## src/rtl/lsu_mem_if.sv

```systemverilog
// Data-bus bundle between the load/store unit and the data memory.
// Signal names keep the unit-side direction suffixes so the bus reads the
// same from either end.
interface lsu_mem_if;
  logic        bus_req_o;
  logic        bus_we_o;
  logic [31:0] bus_addr_o;
  logic [3:0]  bus_sel_o;
  logic [31:0] bus_wdata_o;
  logic [31:0] bus_rdata_i;
  logic        bus_ack_i;

  // Load/store unit side: drives the request, receives the response.
  modport master (
    output bus_req_o, bus_we_o, bus_addr_o, bus_sel_o, bus_wdata_o,
    input  bus_rdata_i, bus_ack_i
  );

  // Memory side: receives the request, drives the response.
  modport slave (
    input  bus_req_o, bus_we_o, bus_addr_o, bus_sel_o, bus_wdata_o,
    output bus_rdata_i, bus_ack_i
  );
endinterface

```

## src/rtl/lsu_mem.sv

```systemverilog
// Memory stage load/store unit: issues one big-endian bus access per memory
// op, stalls the pipeline until it completes, aborts after BUS_TIMEOUT
// unacknowledged cycles and reports misaligned accesses without touching
// the bus.
module lsu_mem #(
  parameter int BUS_TIMEOUT = 255
) (
  input  logic        clk,
  input  logic        rst,
  input  logic [7:0]  aluop_i,
  input  logic [31:0] mem_addr_i,
  input  logic [31:0] reg2_i,
  input  logic [4:0]  wd_i,
  input  logic        wreg_i,
  input  logic [31:0] wdata_i,
  output logic [4:0]  wd_o,
  output logic        wreg_o,
  output logic [31:0] wdata_o,
  output logic        stallreq_o,
  output logic        misalign_o,
  output logic        bus_err_o,
  lsu_mem_if.master   bus
);

  localparam logic [7:0] OP_LB  = 8'b11100000;
  localparam logic [7:0] OP_LBU = 8'b11100100;
  localparam logic [7:0] OP_LH  = 8'b11100001;
  localparam logic [7:0] OP_LHU = 8'b11100101;
  localparam logic [7:0] OP_LW  = 8'b11100011;
  localparam logic [7:0] OP_SB  = 8'b11101000;
  localparam logic [7:0] OP_SH  = 8'b11101001;
  localparam logic [7:0] OP_SW  = 8'b11101011;

  localparam logic [1:0] SZ_B = 2'd0;
  localparam logic [1:0] SZ_H = 2'd1;
  localparam logic [1:0] SZ_W = 2'd2;

  // Counter only has to reach BUS_TIMEOUT-1: the last WAIT cycle is the one
  // in which the count equals that value and no ack arrives.
  localparam int CW = (BUS_TIMEOUT < 2) ? 1 : $clog2(BUS_TIMEOUT + 1);
  localparam logic [CW-1:0] CNT_LAST = CW'(BUS_TIMEOUT - 1);

  typedef enum logic [1:0] {
    IDLE = 2'd0,
    WAIT = 2'd1,
    DONE = 2'd2
  } state_t;

  state_t        state_r;
  state_t        state_nx;
  logic [CW-1:0] cnt_r;
  logic [31:0]   rdata_r;
  logic          err_r;
  logic          mis_r;

  logic          is_load_s;
  logic          is_store_s;
  logic          is_mem_s;
  logic          sext_s;
  logic [1:0]    size_s;
  logic          misalign_s;
  logic [3:0]    sel_s;
  logic [31:0]   st_data_s;
  logic [7:0]    byte_s;
  logic [15:0]   half_s;
  logic [31:0]   load_data_s;
  logic          timeout_s;

  // Decode the execute-stage op into load/store, access size and signedness.
  always_comb begin
    is_load_s  = 1'b0;
    is_store_s = 1'b0;
    sext_s     = 1'b0;
    size_s     = SZ_W;
    case (aluop_i)
      OP_LB:   begin is_load_s  = 1'b1; size_s = SZ_B; sext_s = 1'b1; end
      OP_LBU:  begin is_load_s  = 1'b1; size_s = SZ_B; end
      OP_LH:   begin is_load_s  = 1'b1; size_s = SZ_H; sext_s = 1'b1; end
      OP_LHU:  begin is_load_s  = 1'b1; size_s = SZ_H; end
      OP_LW:   begin is_load_s  = 1'b1; size_s = SZ_W; end
      OP_SB:   begin is_store_s = 1'b1; size_s = SZ_B; end
      OP_SH:   begin is_store_s = 1'b1; size_s = SZ_H; end
      OP_SW:   begin is_store_s = 1'b1; size_s = SZ_W; end
      default: begin is_load_s  = 1'b0; is_store_s = 1'b0; end
    endcase
    is_mem_s   = is_load_s | is_store_s;
    misalign_s = is_mem_s & (((size_s == SZ_H) & mem_addr_i[0]) |
                             ((size_s == SZ_W) & (mem_addr_i[1:0] != 2'b00)));
  end

  // Big-endian byte-lane select and replicated store data for the request.
  always_comb begin
    sel_s     = 4'b1111;
    st_data_s = reg2_i;
    case (size_s)
      SZ_B: begin
        st_data_s = {4{reg2_i[7:0]}};
        case (mem_addr_i[1:0])
          2'b00:   sel_s = 4'b1000;
          2'b01:   sel_s = 4'b0100;
          2'b10:   sel_s = 4'b0010;
          default: sel_s = 4'b0001;
        endcase
      end
      SZ_H: begin
        st_data_s = {2{reg2_i[15:0]}};
        if (mem_addr_i[1]) begin
          sel_s = 4'b0011;
        end else begin
          sel_s = 4'b1100;
        end
      end
      default: begin
        sel_s     = 4'b1111;
        st_data_s = reg2_i;
      end
    endcase
  end

  // Extract and extend the addressed lane from the captured read word.
  always_comb begin
    byte_s      = 8'h00;
    half_s      = 16'h0000;
    load_data_s = rdata_r;
    case (size_s)
      SZ_B: begin
        case (mem_addr_i[1:0])
          2'b00:   byte_s = rdata_r[31:24];
          2'b01:   byte_s = rdata_r[23:16];
          2'b10:   byte_s = rdata_r[15:8];
          default: byte_s = rdata_r[7:0];
        endcase
        load_data_s = sext_s ? {{24{byte_s[7]}}, byte_s} : {24'h000000, byte_s};
      end
      SZ_H: begin
        if (mem_addr_i[1]) begin
          half_s = rdata_r[15:0];
        end else begin
          half_s = rdata_r[31:16];
        end
        load_data_s = sext_s ? {{16{half_s[15]}}, half_s} : {16'h0000, half_s};
      end
      default: load_data_s = rdata_r;
    endcase
  end

  // Next-state logic; an ack in the final counted cycle wins over the abort.
  always_comb begin
    state_nx  = state_r;
    timeout_s = 1'b0;
    case (state_r)
      IDLE: begin
        if (is_mem_s) begin
          state_nx = misalign_s ? DONE : WAIT;
        end else begin
          state_nx = IDLE;
        end
      end
      WAIT: begin
        if (bus.bus_ack_i) begin
          state_nx = DONE;
        end else if (cnt_r == CNT_LAST) begin
          state_nx  = DONE;
          timeout_s = 1'b1;
        end else begin
          state_nx = WAIT;
        end
      end
      DONE:    state_nx = IDLE;
      default: state_nx = IDLE;
    endcase
  end

  // State register, registered bus request, timeout counter and read capture.
  always_ff @(posedge clk) begin
    if (rst) begin
      state_r         <= IDLE;
      cnt_r           <= '0;
      rdata_r         <= 32'h00000000;
      err_r           <= 1'b0;
      mis_r           <= 1'b0;
      bus.bus_req_o   <= 1'b0;
      bus.bus_we_o    <= 1'b0;
      bus.bus_addr_o  <= 32'h00000000;
      bus.bus_sel_o   <= 4'b0000;
      bus.bus_wdata_o <= 32'h00000000;
    end else begin
      state_r <= state_nx;
      err_r   <= 1'b0;
      mis_r   <= 1'b0;
      case (state_r)
        IDLE: begin
          if (is_mem_s && !misalign_s) begin
            cnt_r           <= '0;
            bus.bus_req_o   <= 1'b1;
            bus.bus_we_o    <= is_store_s;
            bus.bus_addr_o  <= {mem_addr_i[31:2], 2'b00};
            bus.bus_sel_o   <= sel_s;
            bus.bus_wdata_o <= st_data_s;
          end else begin
            mis_r <= is_mem_s & misalign_s;
          end
        end
        WAIT: begin
          if (bus.bus_ack_i) begin
            bus.bus_req_o <= 1'b0;
            if (is_load_s) begin
              rdata_r <= bus.bus_rdata_i;
            end else begin
              rdata_r <= rdata_r;
            end
          end else if (timeout_s) begin
            bus.bus_req_o <= 1'b0;
            err_r         <= 1'b1;
          end else begin
            cnt_r <= cnt_r + CW'(1);
          end
        end
        DONE: begin
          err_r <= 1'b0;
          mis_r <= 1'b0;
        end
        default: begin
          bus.bus_req_o <= 1'b0;
        end
      endcase
    end
  end

  // Write-back and stall outputs: pass-through for non-memory ops, held off
  // while an access is pending, lane data delivered in DONE.
  always_comb begin
    wd_o       = wd_i;
    wreg_o     = wreg_i;
    wdata_o    = wdata_i;
    stallreq_o = 1'b0;
    misalign_o = 1'b0;
    bus_err_o  = 1'b0;
    if (rst) begin
      wd_o    = 5'd0;
      wreg_o  = 1'b0;
      wdata_o = 32'h00000000;
    end else if (is_mem_s) begin
      stallreq_o = (state_r != DONE);
      wreg_o     = 1'b0;
      wdata_o    = 32'h00000000;
      if (state_r == DONE) begin
        misalign_o = mis_r;
        bus_err_o  = err_r;
        if (is_load_s && !mis_r && !err_r) begin
          wreg_o  = wreg_i;
          wdata_o = load_data_s;
        end else begin
          wreg_o  = 1'b0;
          wdata_o = 32'h00000000;
        end
      end else begin
        misalign_o = 1'b0;
      end
    end else begin
      stallreq_o = 1'b0;
    end
  end

endmodule
```

## src/flat_wrapper.sv

```systemverilog
// flat-port wrapper written by rule: the top's interface ports become plain ports
module lsu_mem_flat 
#(
  parameter int BUS_TIMEOUT = 255
)
  (clk, rst, aluop_i, mem_addr_i, reg2_i, wd_i, wreg_i, wdata_i, wd_o, wreg_o, wdata_o, stallreq_o, misalign_o, bus_err_o, bus_bus_req_o, bus_bus_we_o, bus_bus_addr_o, bus_bus_sel_o, bus_bus_wdata_o, bus_bus_rdata_i, bus_bus_ack_i);
  lsu_mem_if bus_i ();
  input  logic clk;
  input  logic rst;
  input  logic [7:0] aluop_i;
  input  logic [31:0] mem_addr_i;
  input  logic [31:0] reg2_i;
  input  logic [4:0] wd_i;
  input  logic wreg_i;
  input  logic [31:0] wdata_i;
  output logic [4:0] wd_o;
  output logic wreg_o;
  output logic [31:0] wdata_o;
  output logic stallreq_o;
  output logic misalign_o;
  output logic bus_err_o;
  output wire logic [$bits(bus_i.bus_req_o)-1:0] bus_bus_req_o;
  output wire logic [$bits(bus_i.bus_we_o)-1:0] bus_bus_we_o;
  output wire logic [$bits(bus_i.bus_addr_o)-1:0] bus_bus_addr_o;
  output wire logic [$bits(bus_i.bus_sel_o)-1:0] bus_bus_sel_o;
  output wire logic [$bits(bus_i.bus_wdata_o)-1:0] bus_bus_wdata_o;
  input wire logic [$bits(bus_i.bus_rdata_i)-1:0] bus_bus_rdata_i;
  input wire logic [$bits(bus_i.bus_ack_i)-1:0] bus_bus_ack_i;
  assign bus_bus_req_o = bus_i.bus_req_o;
  assign bus_bus_we_o = bus_i.bus_we_o;
  assign bus_bus_addr_o = bus_i.bus_addr_o;
  assign bus_bus_sel_o = bus_i.bus_sel_o;
  assign bus_bus_wdata_o = bus_i.bus_wdata_o;
  assign bus_i.bus_rdata_i = bus_bus_rdata_i;
  assign bus_i.bus_ack_i = bus_bus_ack_i;
  lsu_mem #(.BUS_TIMEOUT(BUS_TIMEOUT)) u_core (.clk(clk), .rst(rst), .aluop_i(aluop_i), .mem_addr_i(mem_addr_i), .reg2_i(reg2_i), .wd_i(wd_i), .wreg_i(wreg_i), .wdata_i(wdata_i), .wd_o(wd_o), .wreg_o(wreg_o), .wdata_o(wdata_o), .stallreq_o(stallreq_o), .misalign_o(misalign_o), .bus_err_o(bus_err_o), .bus(bus_i));
endmodule
```

## config.mk

```make
export PLATFORM = sky130hd
export DESIGN_NAME = lsu_mem_flat
export DESIGN_NICKNAME = d
export VERILOG_FILES = /design/src/rtl/lsu_mem_if.sv /design/src/rtl/lsu_mem.sv /design/src/flat_wrapper.sv
export SDC_FILE = /design/constraint.sdc
export NUM_CORES = 1
export LEC_CHECK = 0
export CAP_MARGIN = 20
export CORE_MARGIN = 3
export CORE_UTILIZATION = 39
export CTS_BUF_LIST = sky130_fd_sc_hd__clkbuf_16
export DETAILED_ROUTE_END_ITERATION = 7
export GPL_ROUTABILITY_DRIVEN = 0
export HOLD_SLACK_MARGIN = 0.06
export PLACE_DENSITY = 0.78
export SLEW_MARGIN = 40
export SYNTH_ARGS = -nofsm -noshare
export SYNTH_HDL_FRONTEND = slang
export SYNTH_SLANG_ARGS = --single-unit
```

## constraint.sdc

```tcl
create_clock -name clk -period 3.2 [get_ports clk]
set_clock_uncertainty 0.15 [all_clocks]
set_input_delay 0.96 -clock clk [delete_from_list [all_inputs] [get_ports clk]]
set_output_delay 0.96 -clock clk [all_outputs]
set_load 0.005 [all_outputs]
```

* Word level (Yosys, flattened, before mapping)
Cells that the tools add are included.
** Operators by class
- Bitwise gates (word level) :: 9
- Equality and inequality tests :: 20
- Multiplexer cells :: 47
- $add $sub $neg :: 1
- Reduce and logical (&&, ||, !) cells :: 22
** Operators by type and width (count)
- 32-bit two-way mux :: 6
- 32-bit case mux with 2 select lines :: 2
- 8-bit equality test (second input constant) :: 9
- 8-bit two-way mux :: 3
- 8-bit case mux with 3 select lines :: 1
- 1-bit two-way mux :: 22
- 16-bit two-way mux :: 1
- 8-bit case mux with 2 select lines :: 1
- 3-bit OR reduction :: 5
- 4-bit case mux with 3 select lines :: 1
- 8-bit by 1-bit adder with 8-bit output (second input constant) :: 1
- 2-bit two-way mux :: 4
- 2-bit case mux with 2 select lines :: 2
- 4-bit case mux with 2 select lines :: 1
- 2-bit by 1-bit equality test with 1-bit output (second input constant) :: 3
- 2-bit equality test (second input constant) :: 3
- 2-bit logical NOT :: 3
- 2-bit != test (second input constant) :: 3
- 3-bit AND reduction :: 2
- 5-bit two-way mux :: 1
- 5-bit OR reduction :: 1
- 1-bit bitwise AND :: 4
- 4-bit two-way mux :: 1
- 4-bit AND reduction :: 1
- 10 further kinds :: 18
** Word-level totals
- Input port bits :: 145
- Bits in registers :: 112
- Output and inout bits :: 111

* Depth between registers and ports, before layout
Gate-level depths: netlist of run 1.
- Depth after elaboration :: 11
- Gate-level depth with buffers :: 7
- Mapped depth without buffers :: 6

* Worst setup path before layout of run 1
Ideal clock, no wire load.
- Kind :: input -> output
- From :: in mem_addr_i[0]
- To :: out wdata_o[10]
- Setup slack :: -173 ps
- Data arrival time :: 2263 ps
- Cell stages on the path :: 6
- Required time :: 2090 ps
- Buffers on the path :: 2
- Cells stage by stage :: buf_2 mux4_2 nand2b_1 and3b_1 buf_2 a221o_1
** On the way
- Longest elaborated chain between the ends :: 8
- Elaborated cells between the ends (all ways) :: 10
- Classes of those cells :: 2 x eq/ne; 7 x mux; 1 x reduce/logical
** RTL lines
- start, declared :: line flat_wrapper.sv:11 : input logic [31:0] mem_addr_i;
- 2-bit equality test, or another cell as far along :: line lsu_mem.sv:127 : case (mem_addr_i[1:0])
- 8-bit case mux with 3 select lines * :: line lsu_mem.sv:127
- 32-bit two-way mux * :: line lsu_mem.sv:133 : load_data_s = sext_s ? {{24{byte_s[7]}}, byte_s} : {24'h000000, byte_s};
- 32-bit case mux with 2 select lines * :: line lsu_mem.sv:125 : case (size_s)
- 32-bit two-way mux * :: line lsu_mem.sv:250 : if (is_load_s && !mis_r && !err_r) begin
- 32-bit two-way mux * :: line lsu_mem.sv:247 : if (state_r == DONE) begin
- 32-bit two-way mux * :: line lsu_mem.sv:243 : end else if (is_mem_s) begin
- 32-bit two-way mux * :: line lsu_mem.sv:239 : if (rst) begin
- end, declared :: line flat_wrapper.sv:18 : output logic [31:0] wdata_o;
Mark *: on every way between the ends. The rest lies on a longest branch, timed or not.

* Worst setup path after layout of run 1
- From :: in mem_addr_i[0]
- To :: out wdata_o[12]
Same word-level chain as after synthesis.

==> results.md, run 1 <==
- The dominant synthesized flop cell is sky130_fd_sc_hd__dfxtp_1.
- The type of the worst min-delay path is reg -> reg.
- The number of port buffers is between 200 and 300.
- The maximum buffer depth of the clock tree is 2.
- In this run the standard cell core region covers roughly 15000 um2.
- The run finished, with violations left.
- The startpoint-to-endpoint class of the critical path is in -> out.
- Summed over all instances, the cell type with the most area after synthesis is sky130_fd_sc_hd__dfxtp_1.
- The final hold violation count is 0.
- The final net count is about 1200.
- The initial antenna violation count is 0.
- The mean instance size in the synthesized netlist is roughly 8 um2.
- The placed instances occupy a cell area of around 9000 um2.
- For this run, the top clock speed supported by timing is around 280 MHz.
- Using the TritonRoute via totals, the vias-per-cell ratio works out to ~5.8.
- The checks that failed: setup timing.
- The boundary pin count is approximately 260.
- The clock network fraction of design power is 34.5%.
- The detail route stage leaves a number of antenna-violating nets equal to 0.
- Summed over all layers, the global routing overflow is 0.
- The synthesized netlist occupies a cell area of just under 6000 um2.
- The number of register bits inferred by synthesis is about 110.
- Cell internal power was estimated by the tool at approximately 2.3 mW.
- The count of flip-flops with a built-in enable after synthesis is 0.
- The register-to-register setup slack is about 1.1 ns.
- The kind of end point of the critical path is an output port.
- After synthesis, the cell types taking the most area are sky130_fd_sc_hd__dfxtp_1, sky130_fd_sc_hd__a21oi_1, sky130_fd_sc_hd__nand2_1, sky130_fd_sc_hd__o21ai_0, sky130_fd_sc_hd__nand3_1.
- The number of cells in the design after placement is 1185.
- The clock net in this run drives a total of ~110 sinks.
- The max-slew headroom at the worst pin is approximately half.
- Summed over all layers, the routed wires come to approximately 24000 um.
- The starting density of the core is approximately two fifths.
- In this run the power density over the cells is just over 300 nW/um2.
- The detailed-routing iteration count for the pre-antenna-repair pass is 5.
- The HPWL reported at the end of detailed placement is roughly 16000 um.
- Fill cells in the final layout number 1172.
- The maximum net fanout on the critical path is 3.
- The all-layer global routing usage is a little over a quarter.
- In this run the vertical extent of the chip is about 130 um.
- After routing the design area is about 10000 um2.
- From synthesis to final layout, the design area changed by 70.4%.
- The number of antenna cells inserted is 0.
- Synthesis produced between 700 and 800 cells.
- The clock tree from TritonCTS is done.
- The first global-routing pass estimated around 36000 um of wire.
- The sequential group share of total power is approximately 46%.
- After the flow finishes, the layout carries non-filler instances totaling around 1200.
- The minimum setup slack in the final design is -0.373 ns.
- The final number of setup-violating endpoints is 35.
- For the pin with the worst max-slew slack, the measured transition is 0.750 ns.
- The static leakage is approximately 3.6 nW.
- The power share of the combinational group is between 10% and 20%.
- In this run the number of H-tree levels came out at 3.
- In this run, distinct cell masters in the synthesized netlist total 61.
- Hold timing on the final database bottoms out at a slack of 0.325 ns.
- The maximum ir drop on the vdd rail is ~0.25 mV.
- The pre-CTS setup slack is -1.16 ns.
- The average routed wire per standard cell is a little under 20 um.
- The number of placement rows is 44.
- The switching power summed over all nets is between 800 and 900 uW.
- Of the available clock period, the critical path in the final layout requires 112%.
- STA classifies the critical path startpoint as an input port.
- The clock latency of the later-clocked register in the worst-skew pair is 0.35 ns.
- From left edge to right edge, the die measures around 130 um.
- After detailed routing, the number of remaining DRC violations is 0.
- The total number of vias is roughly 7000.
- In this run, the number of DRC markers left after iteration 0 of detailed routing was a little under 500.
- The number of global-route vias before repair was 6700.
- The largest net degree at the start of global routing is 70.
- Of the total power, the share spent switching nets is about a quarter.
- Setup repair after global routing could not meet its margin everywhere.
- The total of hold buffers inserted after clock tree synthesis is 0.
- The reported max-cap violation count is 0.
- The number of buffers inserted during clock tree synthesis is 9.
- In the synthesized netlist the async set-or-reset flop fraction comes to 0%.
- The sequential share of the synthesized area is between 30% and 40%.
- The worst path arrival time is 2.46 ns.
- Of the cells placed in the final design, the portion with a size suffix greater than 1 is around 25%.
- For the worst setup path, the data required time is around 2.1 ns.
- The Yosys step of the flow raised 0 warnings.
- The area fraction of the dominant cell type after synthesis is around two fifths.
- The number of pins with negative max-slew slack in the final report is 0.
- The root buffer cell is sky130_fd_sc_hd__clkbuf_16.
- The worst path in the final design needs a cycle of roughly 3.6 ns, including I/O delays and setup.
- The die footprint is 16500 um2.
- The clock input transition at the sequential cells of the worst setup and hold paths is around 0.080 ns.
power groups by stage:
stage          Combinational [mW]  Clock [mW]  Sequential (mW)
2_1_floorplan               0.187           0             1.44
3_3_place_gp                0.554           0             1.44
3_5_place_dp                0.558           0             1.44
4_1_cts                     0.585        1.08             1.40
5_1_grt                     0.648        1.14             1.40
6_report                    0.613        1.06             1.40
area by class of cell:
type,count,area (um2),share of cell area (%)
inverters,11,41.3,0.415
clock buffers,9,225,2.26
clock inverters,7,47.5,0.477
well taps,184,230,2.31
multi-input cells,547,3690,37.0
repair buffers,363,3490,35.0
flip-flops and latches,112,2240,22.5
kinds of logic after synthesis:
group | after synthesis | synth area share [%]
buffers and inverters | 87 | 6.66
flip-flops | 112 | 38.4
AND/OR/NAND/NOR | 228 | 19.3
multiplexers | 25 | 4.50
adder cells (fa/ha/maj) | 2 | 0.428
other | 1 | 0.0642
AO/OA/AOI/OAI | 289 | 30.7
final timing paths:
path / startpoint / end / depth (start not counted)
worst max-delay path: mem_addr_i[0] / wdata_o[12] / 7
worst min-delay path: u_core.bus.bus_addr_o[23]$_SDFFE_PP0P_ / u_core.bus.bus_addr_o[23]$_SDFFE_PP0P_ / 2
worst max register to register: u_core.cnt_r[0]$_SDFFE_PP0P_ / u_core.cnt_r[7]$_SDFFE_PP0P_ / 6
worst min register to register: u_core.bus.bus_addr_o[23]$_SDFFE_PP0P_ / u_core.bus.bus_addr_o[23]$_SDFFE_PP0P_ / 2
sequential cells by signal, summed over array words and instances, names as in the netlist:
| signal | cells |
|---|---|
| u_core.bus.bus_wdata_o | 32 |
| u_core.rdata_r | 32 |
| u_core.bus.bus_addr_o | 30 |
| u_core.cnt_r | 8 |
| u_core.bus.bus_sel_o | 4 |
| u_core.state_r | 2 |
| u_core.bus.bus_req_o | 1 |
| u_core.bus.bus_we_o | 1 |
| u_core.err_r | 1 |
| u_core.mis_r | 1 |
metrics by stage:
step / util (%) / power (mW) / TNS [ns]
after floorplan: - / 1.62 / -0.997
after global placement: 62.3 / 1.99 / -46.70
after detailed placement: 62.3 / 1.99 / -48.39
after CTS: 67.3 / 3.07 / -8.30
after global routing: 68.3 / 3.19 / -10.38
final: 68.3 / 3.08 / -8.52
synth_stat cells (2+ instances only):
cell type                   instances
sky130_fd_sc_hd__a21oi_1          131
sky130_fd_sc_hd__dfxtp_1          112
sky130_fd_sc_hd__nand2_1          102
sky130_fd_sc_hd__o21ai_0           54
sky130_fd_sc_hd__nand3_1           53
sky130_fd_sc_hd__clkbuf_1          38
sky130_fd_sc_hd__mux2i_1           24
sky130_fd_sc_hd__buf_2             23
sky130_fd_sc_hd__a22oi_1           15
sky130_fd_sc_hd__nor2_1            14
sky130_fd_sc_hd__a311oi_1          11
sky130_fd_sc_hd__inv_1             11
sky130_fd_sc_hd__nor2b_1           11
sky130_fd_sc_hd__a211oi_1           9
sky130_fd_sc_hd__o2111ai_1          9
sky130_fd_sc_hd__buf_1              8
sky130_fd_sc_hd__a221o_1            7
sky130_fd_sc_hd__a22o_1             7
sky130_fd_sc_hd__and3_1             7
sky130_fd_sc_hd__a211o_1            6
sky130_fd_sc_hd__nor3_1             6
sky130_fd_sc_hd__o21a_1             6
sky130_fd_sc_hd__o31ai_1            6
sky130_fd_sc_hd__buf_4              5
sky130_fd_sc_hd__nand2b_1           5
sky130_fd_sc_hd__o32ai_1            4
sky130_fd_sc_hd__a31oi_1            3
sky130_fd_sc_hd__a32oi_1            3
sky130_fd_sc_hd__and3b_1            3
sky130_fd_sc_hd__nand3b_1           3
sky130_fd_sc_hd__o221ai_1           3
sky130_fd_sc_hd__or3_1              3
sky130_fd_sc_hd__or3b_2             3
sky130_fd_sc_hd__or4_1              3
sky130_fd_sc_hd__a21o_1             2
sky130_fd_sc_hd__and4_1             2
sky130_fd_sc_hd__buf_6              2
sky130_fd_sc_hd__ha_1               2
sky130_fd_sc_hd__nand4b_1           2
sky130_fd_sc_hd__nor2_2             2
sky130_fd_sc_hd__nor4_1             2
sky130_fd_sc_hd__nor4b_1            2
sky130_fd_sc_hd__o211ai_1           2
cell usage in the layout, fill, tap and decap left out, types with 4 or more instances in the layout:
cell type | netlist | layout
sky130_fd_sc_hd__and3_4 | 0 | 5
sky130_fd_sc_hd__nand2_1 | 102 | 95
sky130_fd_sc_hd__o21ai_0 | 54 | 51
sky130_fd_sc_hd__clkbuf_16 | 0 | 10
sky130_fd_sc_hd__a311oi_1 | 11 | 11
sky130_fd_sc_hd__buf_8 | 0 | 4
sky130_fd_sc_hd__nor2b_1 | 11 | 9
sky130_fd_sc_hd__buf_2 | 23 | 35
sky130_fd_sc_hd__a21oi_2 | 0 | 21
sky130_fd_sc_hd__dfxtp_1 | 112 | 112
sky130_fd_sc_hd__buf_6 | 2 | 27
sky130_fd_sc_hd__a22oi_1 | 15 | 6
sky130_fd_sc_hd__a22o_1 | 7 | 7
sky130_fd_sc_hd__clkdlybuf4s50_1 | 0 | 201
sky130_fd_sc_hd__o21a_1 | 6 | 5
sky130_fd_sc_hd__nand3_1 | 53 | 50
sky130_fd_sc_hd__nand2_4 | 0 | 4
sky130_fd_sc_hd__inv_1 | 11 | 12
sky130_fd_sc_hd__mux2i_1 | 24 | 24
sky130_fd_sc_hd__buf_12 | 0 | 13
sky130_fd_sc_hd__o2111ai_1 | 9 | 8
sky130_fd_sc_hd__nor2_1 | 14 | 10
sky130_fd_sc_hd__buf_4 | 5 | 76
sky130_fd_sc_hd__a22oi_2 | 1 | 10
sky130_fd_sc_hd__o32ai_1 | 4 | 4
sky130_fd_sc_hd__a221o_1 | 7 | 7
sky130_fd_sc_hd__a21oi_1 | 131 | 108
sky130_fd_sc_hd__a211o_1 | 6 | 6
sky130_fd_sc_hd__a211oi_1 | 9 | 9
worst max-delay path: stages:
cell and delay, ns:
sky130_fd_sc_hd__buf_8 0.08, sky130_fd_sc_hd__mux4_2 0.54, sky130_fd_sc_hd__nand2b_4 0.11, sky130_fd_sc_hd__and3b_2 0.25
sky130_fd_sc_hd__buf_6 0.12, sky130_fd_sc_hd__a221o_1 0.26, sky130_fd_sc_hd__buf_2 0.14
layer usage:
layer  vias to the layer above  global-route usage (%)  routed length [um]  share of wire (%)
met5                         -                       0                   0                  0
met4                         0                    8.86                 716                3.0
met3                        54                    5.40                1790                7.5
met2                       332                    45.4               11800                 50
met1                      3372                    35.2                9480                 40
li1                       3339                       -                   -                  -
repair_timing:
action,4_1_cts,5_1_grt
endpoints found under the setup margin,41,37
buffers inserted,25,4
pin swaps,53,25
cloned,4,1
resized for setup,292,31
Power figures use the tool's default switching activity.
==> run 2, diff against run 1 <==
--- a/config.mk
+++ b/config.mk
@@ -7,12 +7,13 @@
 export LEC_CHECK = 0
 export CAP_MARGIN = 20
 export CORE_MARGIN = 3
-export CORE_UTILIZATION = 39
+export CORE_UTILIZATION = 58
 export CTS_BUF_LIST = sky130_fd_sc_hd__clkbuf_16
 export DETAILED_ROUTE_END_ITERATION = 7
+export DONT_BUFFER_PORTS = 1
 export GPL_ROUTABILITY_DRIVEN = 0
 export HOLD_SLACK_MARGIN = 0.06
-export PLACE_DENSITY = 0.78
+export PLACE_DENSITY = 0.76
 export SLEW_MARGIN = 40
 export SYNTH_ARGS = -nofsm -noshare
 export SYNTH_HDL_FRONTEND = slang
==> constraint.sdc (replaced) <==
create_clock -name clk -period 3 [get_ports clk]
set_clock_uncertainty 0.15 [all_clocks]
set_input_delay 0.9 -clock clk [delete_from_list [all_inputs] [get_ports clk]]
set_output_delay 0.9 -clock clk [all_outputs]
set_load 0.005 [all_outputs]
==> results.md, run 2 (synthesized netlist as in run 1, its figures left out) <==
- The library cells used most frequently in the layout, excluding fill and tap cells, are sky130_fd_sc_hd__dfxtp_1, sky130_fd_sc_hd__a21oi_1, sky130_fd_sc_hd__nand2_1.
- STA puts the critical path data arrival time at ~2.1 ns.
- Power spread over the standard cell area amounts to ~430 nW/um2.
- The number of placement rows is 36.
- Of the cells placed in the final design, the portion with a size suffix greater than 1 is a little under a fifth.
- The start point of the critical path is mem_addr_i[0].
- The detailed-routing iteration count for the pre-antenna-repair pass is 6.
- The count of clock tree sinks is roughly 110.
- The worst setup path is captured at an output port.
- The signal on the critical path passes through mux4_2 > nand2b_4 > and3b_2 > a221o_1.
- Buffers placed on the I/O ports in this run total 0.
- Measured against its own limit, the worst slew margin works out to 50.1%.
- After layout, the worst path uses 106% of the clock period.
- In the final layout, the multi-input gates occupy ~3600 um2.
- The detailed router placed roughly 6000 vias in this run.
- After the last flow step, the layout net total stands at around 870.
- The clock tree from TritonCTS is done.
- Entering global routing, the biggest net connects 143 pins.
- The die footprint is between 10000 and 15000 um2.
- At the placement stage, the worst setup path has a slack of -0.298 ns.
- At the worst endpoint, the required time is just under 2 ns.
- The final critical path time including I/O delays and setup is about 3.2 ns.
- The number of pins with negative max-slew slack in the final report is 0.
- Excluding fillers, the count of instances in the completed layout stands at ~860.
- The HPWL reported at the end of detailed placement is around 13000 um.
- At the pin with the least slew margin, the transition time is roughly 0.75 ns.
- On the critical path, the stage with the largest delay is an instance of sky130_fd_sc_hd__mux4_2.
- The type of origin of the critical path is an input port.
- The clock input transition at the sequential cells of the worst setup and hold paths is approximately 0.070 ns.
- The starting density of the core is 59.8%.
- The floorplan die height is between 100 and 150 um.
- The static leakage is 2.18 nW.
- Leaving out fill and tap cells, the most frequent cell in the layout is sky130_fd_sc_hd__dfxtp_1.
- The remaining routing DRC violations is 0.
- The critical path is of the in -> out type.
- From left edge to right edge, the die measures around 110 um.
- For this run, the top clock speed supported by timing is 315 MHz.
- In the final layout, the registers with the most flip-flops are u_core.bus.bus_wdata_o: 32 flops, u_core.rdata_r: 32 flops, u_core.bus.bus_addr_o: 30 flops.
- In the routed layout, each cell is associated on average with a via count of roughly 6.9.
- The detail route stage leaves a number of antenna-violating nets equal to 0.
- The final hold violation count is 0.
- Summed over all layers, the routed wires come to just under 20000 um.
- The DRC marker count from the first detailed-route iteration is about 620.
- The start of the worst register-to-register path is u_core.state_r[1]$_SDFF_PP0_.
- The sum of overflow across all layers after global routing is 0.
- The number of cells in the design after placement is about 840.
- The flow ran to the end, but the final reports show violations.
- Setup repair after global routing could not meet its margin everywhere.
- Registers take approximately 2200 um2.
- The first global-routing pass estimated approximately 29000 um of wire.
- The H-tree was split into 3 levels.
- The maximum net fanout on the critical path is 25.
- The worst-case IR drop observed on VDD is roughly 0.29 mV.
- The clock latency of the later-clocked register in the worst-skew pair is 0.35 ns.
- The total of fill cells in the finished design is around 760.
- The largest stage delay on the critical path is 0.52 ns.
- The number of buffers inserted during clock tree synthesis is 9.
- The number of global-route vias before repair is 5489.
- The floorplan core area is between 9000 and 10000 um2.
- The boundary pin count is about 260.
- The reported max-cap violation count is 0.
- 0 antenna diodes ended up in the layout.
- The final number of setup-violating endpoints is 25.
- The maximum buffer depth of the clock tree is 2.
- The checks that failed: setup timing.
- The tightest min-delay check is of the reg -> reg type.
- The post-synthesis to final-layout area growth is 16.2%.
- Once routing completed, OpenROAD measured the worst setup slack at -0.174 ns.
- Dividing the detail-routed wire length by the instance count gives 22.8 um.
- Clock tree synthesis selected as its root buffer the cell sky130_fd_sc_hd__clkbuf_16.
- The initial antenna violation count is 0.
- Global routing used a little under a third of the available tracks across all layers.
- The origin of the worst min-delay path is u_core.rdata_r[1]$_SDFFE_PP0P_.
## run 2: power by group
group	total (mW)	leakage, nW	switching (mW)	internal, mW
Clock	1.20	0.142	0.607	0.590
Sequential	1.50	0.903	0.00650	1.49
Combinational	0.241	1.14	0.145	0.0962
Total	2.94	2.18	0.758	2.18
## run 2: path summary, 6_finish.rpt
kind | endpoint | slack [ns] | cells after the start
hold / removal | u_core.rdata_r[1]$_SDFFE_PP0P_ | 0.35 | 2
setup / recovery | wdata_o[10] | -0.17 | 4
hold reg to reg | u_core.rdata_r[1]$_SDFFE_PP0P_ | 0.35 | 2
setup reg to reg | u_core.bus.bus_sel_o[0]$_SDFFE_PP0P_ | 0.82 | 5
## run 2: stage by stage
stage               setup TNS [ns]  power [mW]  cell area [um2]  hold slack (ns)  util (%)
floorplan                    -2.54        1.73             5960            0.296         -
global placement             -6.20        1.74             6070            0.314      62.1
detailed placement           -7.27        1.74             6070            0.322      62.1
CTS                          -2.69        2.93             6620            0.332      67.7
global route                 -4.39        3.02             6790            0.366      69.5
finish                       -3.60        2.94             6790            0.348      69.5
## run 2: repair_timing
item                       4_1_cts  5_1_grt
buffers inserted                 5        2
cloned                           2        1
setup endpoints to repair       36       35
hold buffers                     0        0
resized for setup               41       30
pin swaps                       19       23
## run 2: final cells by class
class	instances	area share, %
sequential	112	33.0
clock inverter	7	1.11
multi-input combinational	548	53.5
clock buffer	9	3.32
tap	133	2.45
timing repair buffer	42	6.01
inverter	11	0.608
## run 2: layer usage
layer / GRT usage, % / vias up / part of all wire [%]
met4: 11.5 / 0 / 2.8
met5: 0 / - / 0
met1: 40.3 / 2850 / 38
met3: 12.1 / 55 / 12
li1: - / 2696 / -
met2: 49.9 / 366 / 47
## run 2: worst max-delay path: cells and delay by family
family             cells  cell delay, ns
and+or+nand+nor        2            0.37
AOI/OAI and AO/OA      1            0.32
muxes                  1            0.52
==> run 3, diff against run 2 <==
--- a/config.mk
+++ b/config.mk
@@ -6,7 +6,7 @@
 export NUM_CORES = 1
 export LEC_CHECK = 0
 export CAP_MARGIN = 20
-export CORE_MARGIN = 3
+export CORE_MARGIN = 2
 export CORE_UTILIZATION = 58
 export CTS_BUF_LIST = sky130_fd_sc_hd__clkbuf_16
 export DETAILED_ROUTE_END_ITERATION = 7
==> results.md, run 3 (synthesized netlist as in run 1, its figures left out) <==
- The worst hold path was traced through 2 stages.
- The type of the worst min-delay path is reg -> reg.
- The repair_antennas step left the layout with diodes totalling 0.
- The count of clock tree sinks is 112.
- Setup repair after global routing could not meet its margin everywhere.
- The worst path in the final design needs a cycle of approximately 3.2 ns, including I/O delays and setup.
- The origin of the worst min-delay path is u_core.rdata_r[6]$_SDFFE_PP0P_.
- The uppermost layer routed is met4.
- The share of the core filled with cells in the final layout is between 60% and 70%.
- The count of nets left with antenna violations once routing finished came out at 0.
- Wire segments on met3 add up to 1930 um in the final route.
- The routed design has 18700 um of wire.
- The number of pins with negative max-slew slack in the final report was 0.
- The number of placed instances, taps included, is around 840.
- After floorplanning, the core was sized to cover between 9000 and 10000 um2.
- The run finished, with violations left.
- Global routing finished with a remaining overflow of 0.
- The HPWL reported at the end of detailed placement is approximately 13000 um.
- The tool flagged a number of max-cap violations equal to 0.
- The remaining routing DRC violations is 0.
- Buffers inserted to repair hold after CTS numbered 0.
- The number of clock buffers added by TritonCTS is 9.
- Pin placement for this block handled approximately 260 I/O pins.
- Dividing the detail-routed wire length by the instance count gives ~22 um.
- The all-layer global routing usage is between 30% and 40%.
- The DRC marker count from the first detailed-route iteration is slightly below 600.
- The worst register-to-register path begins at u_core.state_r[1]$_SDFF_PP0_.
- The required arrival time at the worst endpoint is 1.95 ns.
- The kind of end point of the critical path is an output port.
- The total number of vias is a little under 6000.
- The initialized floorplan defines 36 standard-cell rows.
- In the final design database the tool counted between 800 and 900 nets.
- The worst setup path is of the reg -> out kind.
- The detailed router put a total of slightly above 7000 um of wire on met1.
- At the pin with the least slew margin, the transition time is around 0.74 ns.
- The depth of the CTS H-tree is 3.
- The final cell count without fillers is between 800 and 900.
- The starting density of the core is around 60%.
- In the final layout, the registers with the most flip-flops are u_core.bus.bus_wdata_o: 32 flops, u_core.rdata_r: 32 flops, u_core.bus.bus_addr_o: 30 flops.
- The max-slew headroom at the worst pin is between 50% and 60%.
- The clock input transition at the sequential cells of the worst setup and hold paths is around 0.07 ns.
- The chip width is approximately 100 um.
- The number of port buffers is 0.
- The root buffer cell is sky130_fd_sc_hd__clkbuf_16.
- The static leakage is ~2.2 nW.
- The floorplan die height is around 100 um.
- In this run the power density over the cells is roughly 460 nW/um2.
- The highest clock rate is between 300 and 400 MHz.
- The maximum ir drop on the vdd rail is roughly 0.43 mV.
- Entering global routing, the biggest net connects around 140 pins.
- The initial antenna violation count is 0.
- Data on the critical path arrives at its endpoint at around 2.1 ns.
- The type of origin of the critical path is a register.
- The final period utilization is 106%.
- The checks that failed: setup timing.
- The routed length on met2 is between 8000 and 9000 um.
- Of the cells placed in the final design, the portion with a size suffix greater than 1 is approximately 19%.
- The first global-routing pass estimated between 20000 and 30000 um of wire.
- The most common library cell in the layout ignoring fill and taps is sky130_fd_sc_hd__a21oi_1.
- The die covers between 10000 and 15000 um2.
- The top cell types in the final layout, fill and taps aside, are sky130_fd_sc_hd__a21oi_1, sky130_fd_sc_hd__dfxtp_1, sky130_fd_sc_hd__nand2_1.
- After layout, the worst setup slack is -0.171 ns.
- The final hold violation count is 0.
- For the worst flop-to-flop path, the logic depth is 5.
- The detailed-routing iteration count for the pre-antenna-repair pass is 6.
- Using the TritonRoute via totals, the vias-per-cell ratio works out to 6.73.
- Summed over all failing endpoints, the final setup total negative slack is -3.31 ns.
- The clock tree from TritonCTS is done.
- The number of global-route vias before repair is about 5400.
- In this run the worst path has a maximum fanout of 8.
- The clock passes through at most 2 buffers.
- Setup violations remaining at the end of the flow were counted as 29.
- The post-synthesis to final-layout area growth is 16.0%.
- The clock reaches the later pin of the worst-skew pair after between 0.3 and 0.4 ns.
- The most critical setup path has its startpoint at u_core.err_r$_SDFF_PP0_.
run 3: cell count changes in the layout (fill, tap and decap cells not counted), sizes merged:
cell / before / now
a21bo: 2 / 1
and4b: 2 / 1
buf: 42 / 41
bufinv: 0 / 3
clkbuf: 9 / 10
clkinv: 4 / 3
clkinvlp: 1 / 0
inv: 13 / 12
run 3: per-layer routing:
| layer | up-vias | global-route usage (%) |
|---|---|---|
| met2 | 326 | 52.1 |
| li1 | 2678 | - |
| met4 | 0 | 12.4 |
| met5 | - | 0 |
| met3 | 52 | 11.5 |
| met1 | 2730 | 40.8 |
run 3: final cells by class:
| class | count | area [um2] |
|---|---|---|
| Timing Repair Buffer | 42 | 409 |
| Fill cell | 776 | 3000 |
| Clock buffer | 9 | 225 |
| Multi-Input combinational cell | 546 | 3570 |
| Tap cell | 133 | 166 |
| Clock inverter | 7 | 119 |
| Sequential cell | 112 | 2240 |
| Inverter | 11 | 41.3 |
run 3: repair_timing:
item	CTS	global route
buffers inserted	3	3
cloned	1	1
endpoints found under the setup margin	35	35
resized for setup	36	32
pin swaps	7	14
run 3: power breakdown:
group	switching (mW)	internal, mW	total, mW
clock network	0.560	0.820	1.38
registers	0.00652	1.49	1.50
logic	0.140	0.0950	0.235
total	0.706	2.41	3.11
run 3: worst max-delay path, stage by stage, from the launching register on:
cell                        delay (ns)
sky130_fd_sc_hd__dfxtp_2          0.33
sky130_fd_sc_hd__or4b_4           0.56
sky130_fd_sc_hd__nor4_4           0.29
sky130_fd_sc_hd__buf_4            0.20
sky130_fd_sc_hd__clkbuf_16        0.16
sky130_fd_sc_hd__a22oi_2          0.06
sky130_fd_sc_hd__a21oi_2          0.16
run 3: worst paths after layout:
| check | to | slack (ns) |
|---|---|---|
| setup / recovery | wdata_o[21] | -0.17 |
| hold reg to reg | u_core.rdata_r[6]$_SDFFE_PP0P_ | 0.35 |
| hold / removal | u_core.rdata_r[6]$_SDFFE_PP0P_ | 0.35 |
| setup reg to reg | u_core.bus.bus_wdata_o[21]$_SDFFE_PP0P_ | 0.89 |
run 3: per-stage QoR:
stage	area (um2)	hold slack (ns)	setup slack [ns]	total power, mW
floorplan	5960	0.296	-0.182	1.73
global placement	6050	0.310	-0.192	1.73
detailed placement	6050	0.320	-0.241	1.74
CTS	6580	0.336	-0.150	3.11
global route	6780	0.360	-0.269	3.20
finish	6780	0.345	-0.171	3.11
